<file path="src/rtl/hpu_pkg.sv">
// Shared HPU constants and types; local-memory bank arbiter section.
package hpu_pkg;

  localparam int unsigned LM_BANK_N     = 8;
  localparam int unsigned LM_IND_WTH    = 3;
  localparam int unsigned LM_REQ_N      = 4;
  localparam int unsigned LM_ADDR_WTH   = 18;
  localparam int unsigned LM_RD_LAT     = 2;
  localparam int unsigned LM_STARVE_LIM = 15;
  localparam int unsigned LM_STAT_WTH   = 16;

  typedef logic [$clog2(LM_REQ_N)-1:0] lm_req_idx_t;

  // Requester slots, index 0 is the highest fixed priority
  typedef enum lm_req_idx_t {
    LMREQ_VEC,
    LMREQ_MTX,
    LMREQ_NDMA,
    LMREQ_LSU
  } lm_req_e;

endpackage

</file>
<file path="src/rtl/hpu_lm_prio_arb.sv">
// Fixed-priority one-hot arbiter; promoted candidates outrank all non-promoted ones.
module hpu_lm_prio_arb
  import hpu_pkg::*;
#(
  parameter int unsigned NREQ = LM_REQ_N
) (
  input  logic [NREQ-1:0] cand,
  input  logic [NREQ-1:0] promote,
  output logic [NREQ-1:0] gnt_c
);

  logic [NREQ-1:0] prom;
  logic [NREQ-1:0] pool;

  // Isolate the lowest set bit of the winning pool
  always_comb begin
    prom  = cand & promote;
    pool  = (|prom) ? prom : cand;
    gnt_c = pool & (~pool + NREQ'(1));
  end

endmodule

</file>
<file path="src/rtl/hpu_lm_bank_arb.sv">
// Local-memory bank-conflict arbiter: per-bank grant, starvation ageing, read-response timing, conflict stats.
module hpu_lm_bank_arb
  import hpu_pkg::*;
#(
  parameter int unsigned NREQ       = LM_REQ_N,
  parameter int unsigned ADDR_WTH   = LM_ADDR_WTH,
  parameter int unsigned BANK_N     = LM_BANK_N,
  parameter int unsigned IND_WTH    = LM_IND_WTH,
  parameter int unsigned RD_LAT     = LM_RD_LAT,
  parameter int unsigned STARVE_LIM = LM_STARVE_LIM,
  parameter int unsigned STAT_WTH   = LM_STAT_WTH
) (
  input  logic                     clk_i,
  input  logic                     rst_i,
  input  logic [NREQ-1:0]          req_vld_i,
  input  logic [NREQ-1:0]          req_we_i,
  input  logic [NREQ*ADDR_WTH-1:0] req_addr_i,
  output logic [NREQ-1:0]          req_rdy_o,
  output logic [NREQ-1:0]          rsp_vld_o,
  output logic [NREQ-1:0]          starve_o,
  input  logic                     clr_stat_i,
  output logic [STAT_WTH-1:0]      conflict_cnt_o
);

  localparam int unsigned AGE_WTH = $clog2(STARVE_LIM + 1);
  localparam logic [AGE_WTH-1:0] AGE_MAX = AGE_WTH'(STARVE_LIM);

  logic [NREQ-1:0][IND_WTH-1:0] bank;
  logic [NREQ-1:0]              cand [BANK_N];
  logic [NREQ-1:0]              gnt  [BANK_N];
  logic [NREQ-1:0][AGE_WTH-1:0] age;
  logic [NREQ-1:0][AGE_WTH-1:0] age_nxt;
  logic [NREQ-1:0]              promote;
  logic [RD_LAT-1:0][NREQ-1:0]  rd_pipe;
  logic                         conflict;
  logic                         addr_unused;

  // Lower address bits select the word inside a bank and are not needed here
  assign addr_unused = ^req_addr_i;

  // Bank decode and per-bank candidate masks
  always_comb begin
    for (int i = 0; i < NREQ; i++) begin
      bank[i]    = req_addr_i[i*ADDR_WTH + ADDR_WTH - 1 -: IND_WTH];
      promote[i] = (age[i] == AGE_MAX);
    end
    for (int b = 0; b < BANK_N; b++) begin
      for (int i = 0; i < NREQ; i++) begin
        cand[b][i] = req_vld_i[i] & (bank[i] == IND_WTH'(b));
      end
    end
  end

  for (genvar b = 0; b < BANK_N; b++) begin : g_bank
    hpu_lm_prio_arb #(
      .NREQ (NREQ)
    ) u_prio_arb (
      .cand    (cand[b]),
      .promote (promote),
      .gnt_c   (gnt[b])
    );
  end

  // A requester targets exactly one bank, so OR-ing the bank grants is one-hot per requester
  always_comb begin
    req_rdy_o = '0;
    for (int b = 0; b < BANK_N; b++) begin
      req_rdy_o = req_rdy_o | gnt[b];
    end
  end

  always_comb begin
    conflict = |(req_vld_i & ~req_rdy_o);
    for (int i = 0; i < NREQ; i++) begin
      if (!req_vld_i[i] || req_rdy_o[i]) begin
        age_nxt[i] = '0;
      end else if (age[i] != AGE_MAX) begin
        age_nxt[i] = age[i] + AGE_WTH'(1);
      end else begin
        age_nxt[i] = age[i];
      end
    end
  end

  always_ff @(posedge clk_i or negedge rst_i) begin
    if (!rst_i) begin
      age      <= '0;
      starve_o <= '0;
    end else begin
      age <= age_nxt;
      for (int i = 0; i < NREQ; i++) begin
        starve_o[i] <= (age_nxt[i] == AGE_MAX);
      end
    end
  end

  // Read-response delay line, one bit per requester per stage
  always_ff @(posedge clk_i or negedge rst_i) begin
    if (!rst_i) begin
      rd_pipe <= '0;
    end else begin
      rd_pipe[0] <= req_vld_i & req_rdy_o & ~req_we_i;
      for (int k = 1; k < RD_LAT; k++) begin
        rd_pipe[k] <= rd_pipe[k-1];
      end
    end
  end

  assign rsp_vld_o = rd_pipe[RD_LAT-1];

  always_ff @(posedge clk_i or negedge rst_i) begin
    if (!rst_i) begin
      conflict_cnt_o <= '0;
    end else if (clr_stat_i) begin
      conflict_cnt_o <= '0;
    end else if (conflict && (conflict_cnt_o != '1)) begin
      conflict_cnt_o <= conflict_cnt_o + STAT_WTH'(1);
    end
  end

endmodule

</file>
<file path="config.mk">
export PLATFORM = sky130hd
export DESIGN_NAME = hpu_lm_bank_arb
export DESIGN_NICKNAME = d
export VERILOG_FILES = /design/src/rtl/hpu_pkg.sv /design/src/rtl/hpu_lm_prio_arb.sv /design/src/rtl/hpu_lm_bank_arb.sv
export SDC_FILE = /design/constraint.sdc
export NUM_CORES = 1
export LEC_CHECK = 0
export CORE_MARGIN = 8
export CORE_UTILIZATION = 41
export CTS_CLUSTER_SIZE = 16
export DETAILED_ROUTE_END_ITERATION = 10
export PLACE_DENSITY = 0.72
export SLEW_MARGIN = 30
export SYNTH_ARGS = -nofsm -noshare
export SYNTH_HDL_FRONTEND = slang
export SYNTH_SLANG_ARGS = --single-unit
</file>
<file path="constraint.sdc">
create_clock -name clk_i -period 4.45 [get_ports clk_i]
set_input_delay 0.89 -clock clk_i [delete_from_list [all_inputs] [get_ports clk_i]]
set_output_delay 0.89 -clock clk_i [all_outputs]
set_load 0.01 [all_outputs]
</file>
==> flow_metrics.py, run 1 <==
metrics = {
    "clock_network": {
        "holdBufCountCts": 0,
        "cts_sinks": 44,
        "cts_buffers": 5,
        "cts_max_level": 2,
        "clk_latency_ns": 0.30,
        "cts-root-buf": "clkbuf_8",
        "cts_tree": "built",
        "clkTransAtPathRegs_ns": 0.08,
        "clockBufferDepth": 2,
    },
    "final_layout": {
        "final_area_um2": 4559,
        "final_cell_mix": "buf_4, dfrtp_1, clkdlybuf4s50_1",
        "layout-drive-gt1-share_pct": 24.46,
        "layout_commonest_cell": "buf_4",
        "fillers": 778,
        "diodes": 0,
        "fin_util_pct": 52.80,
        "area_delta_synth_final_pct": 26.44,
        "layout.nets": 553,
    },
    "floorplan": {
        "pin_count": 111,
        "dieArea_um2": 12050,
        "die_width_um": 109.8,
        "rows": 34,
        "core-area_um2": 8636,
        "die_height_um": 109.8,
        "start_util_pct": 41.76,
    },
    "sta": {
        "finalHoldViolCount": 0,
        "timing.fmax_mhz": 229.6,
        "clock_skew_ns": 0.01005,
        "post-route-min-period_ns": 4.356,
        "tightest_slew_ns": 0.8977,
        "timing.final.ws_setup_ns": 0.09368,
        "setup_viol": 0,
        "fin_crit_sh_pct": 97.89,
        "finalSetupTns_ns": 0,
        "max_slew_margin_pct": 39.97,
        "whs_ns": 0.3593,
        "report.final.slew_viol_count": 0,
        "rsz0062_at_grt": "false",
    },
    "power_and_ir_drop": {
        "p_leak_nw": 1.934,
        "power.density_nw_per_um2": 222.3,
        "peakVddDrop_v": 0.0001872,
    },
    "global_routing": {
        "antenna_found_initial": 0,
        "grt_overflow": 0,
        "grt_pass1_wl_mm": 16.79,
        "grt_usage_pct": 17.17,
        "grt_pass1_vias": 3381,
        "grt_max_degree": 45,
    },
    "route": {
        "viasPerCell": 6.101,
        "routedWlPerCell_um": 17.83,
        "routed_wl_mm": 10.24,
        "drt_drc_violations_left": 0,
        "vias": 3502,
        "drt-initial-drc-count": 446,
        "dr.pass1.iters": 6,
        "ant_nets": 0,
    },
    "place": {
        "post-place-ws_ns": -0.2907,
        "routabilityCongestion": 0.9467,
        "dp_hpwl_mm": 7.775,
        "portBuffers": 50,
        "dpl_cell_area_um2": 4387,
    },
    "hold_path": {
        "min_path_type": "reg -> reg",
    },
    "run_status": {
        "status": "finished clean",
    },
    "synth": {
        "synthCells": 388,
        "yosys-top-cells-area": "dfrtp_1, nor2_1, o22ai_1",
        "synth_top_cell_by_area": "dfrtp_1",
        "synth_nets": 476,
        "synth_ff_type": "dfrtp_1",
        "synthArstFlopShare_pct": 100.0,
        "yosysWarnings": 0,
        "synth_edf_count": 0,
        "synth_area_um2": 3606,
        "yosysTopAreaCellShare_pct": 30.53,
        "ys_seq_area_share_pct": 30.53,
        "synth_seq_cells": 44,
        "synth_cell_type_count": 81,
        "avgSynthCellArea_um2": 9.294,
    },
    "job": {
        "maxCapViolations": 0,
    },
    "worst_setup_path": {
        "cp.required_ns": 3.56,
        "worstPathArrival_ns": 3.47,
        "crit_slowest_cell": "clkdlybuf4s50_1",
        "path_cells": "clkdlybuf4s50_1 -> buf_4 -> nand3_1 -> buf_4 -> o22a_1 -> a2111oi_1 -> buf_4 -> nor4_2 -> nand3_1 -> clkdlybuf4s50_1",
        "crit_fanout": 8,
        "endpoint_kind": "output port",
        "critPathLaunchType": "input pin",
        "crit_top_cell": "buf_4",
        "critical_path_class": "in -> out",
        "max_stage_delay_ns": 0.57,
    },
}
[logic make-up after synthesis]
logic type	count (synthesis)	synth area share [%]
flops	44	30.53
compound gates	91	18.88
simple gates	188	35.25
fa+ha+maj	5	1.735
mux	15	4.719
buf+inv	40	7.668
xor+xnor	5	1.214
[critical path: cells and delay by family]
| family | cells | cell delay (ns) |
|---|---|---|
| buf+inv | 5 | 1.56 |
| compound gates | 2 | 0.68 |
| simple gates | 3 | 0.34 |
[routing by layer]
metal	vias up	wire length, um	global-route usage (%)
li1	1658	-	-
met1	1682	4501	22.85
met2	138	4697	26.88
met3	24	818	4.279
met4	0	220	4.918
met5	-	0	0
[layout make-up]
| type | instances | area [um2] | area share (%) |
|---|---|---|---|
| multi-input combinational | 304 | 2266 | 49.70 |
| sequential | 44 | 1101 | 24.15 |
| timing repair buffer | 105 | 912.1 | 20.01 |
| tap | 108 | 135.1 | 2.964 |
| clock buffer | 7 | 96.34 | 2.113 |
| clock inverter | 1 | 30.03 | 0.6586 |
| inverter | 5 | 18.77 | 0.4116 |
[metrics by stage]
step / total power (W) / cells
CTS: 0.001020 / 574
global route: 0.001063 / 574
floorplan: 0.0005792 / 388
global placement: 0.0006736 / 565
finish: 0.001014 / 574
detailed placement: 0.0006828 / 565
[state kept, by name, indices dropped and copies added (netlist names)]
name,count
starve_o,4
conflict_cnt_o,16
rsp_vld_o,4
age,16
rd_pipe,4
[worst paths after layout]
path | start | endpoint | slack, ns | cells past startpoint
min in group asynchronous | rst_i | conflict_cnt_o[9] | 0.58 | 1
max reg2reg | age[4] | conflict_cnt_o[6] | 1.03 | 12
max in group asynchronous | rst_i | age[15] | 3.49 | 1
max | req_vld_i[3] | req_rdy_o[3] | 0.09 | 10
min reg2reg | rd_pipe[0] | rsp_vld_o[0] | 0.36 | 0
min | rd_pipe[0] | rsp_vld_o[0] | 0.36 | 0
[power by group]
group | leakage (nW) | internal [W] | switching, W
clock network | 0.0645 | 0.000198 | 0.000138
logic | 1.27 | 0.000118 | 0.000124
registers | 0.604 | 0.000416 | 0.0000195
total | 1.93 | 0.000732 | 0.000282
[what timing repair did]
action,4_1_cts,5_1_grt
setup buffers,1,0
setup endpoints to repair,2,2
pin swaps,1,0
resized for setup,8,9
[Yosys cell counts, types with 8 or more instances]
| master | count |
|---|---|
| nor2b_1 | 10 |
| mux2_2 | 8 |
| nor2_1 | 40 |
| o22ai_1 | 16 |
| o21ai_0 | 11 |
| nand2_1 | 23 |
| a21oi_1 | 9 |
| nand3_1 | 9 |
| buf_4 | 11 |
| nand4b_1 | 9 |
| o32ai_1 | 8 |
| dfrtp_1 | 44 |
| buf_2 | 8 |
| nand4_1 | 10 |
| nor3_1 | 10 |
Note: power is estimated with default switching activity, not from simulation.
==> run 2, diff against run 1 <==
- HOLD_SLACK_MARGIN: unset -> 0.02
==> results of run 2 <==
Same layout as run 1: the final DEF is identical, and so are final timing and power.
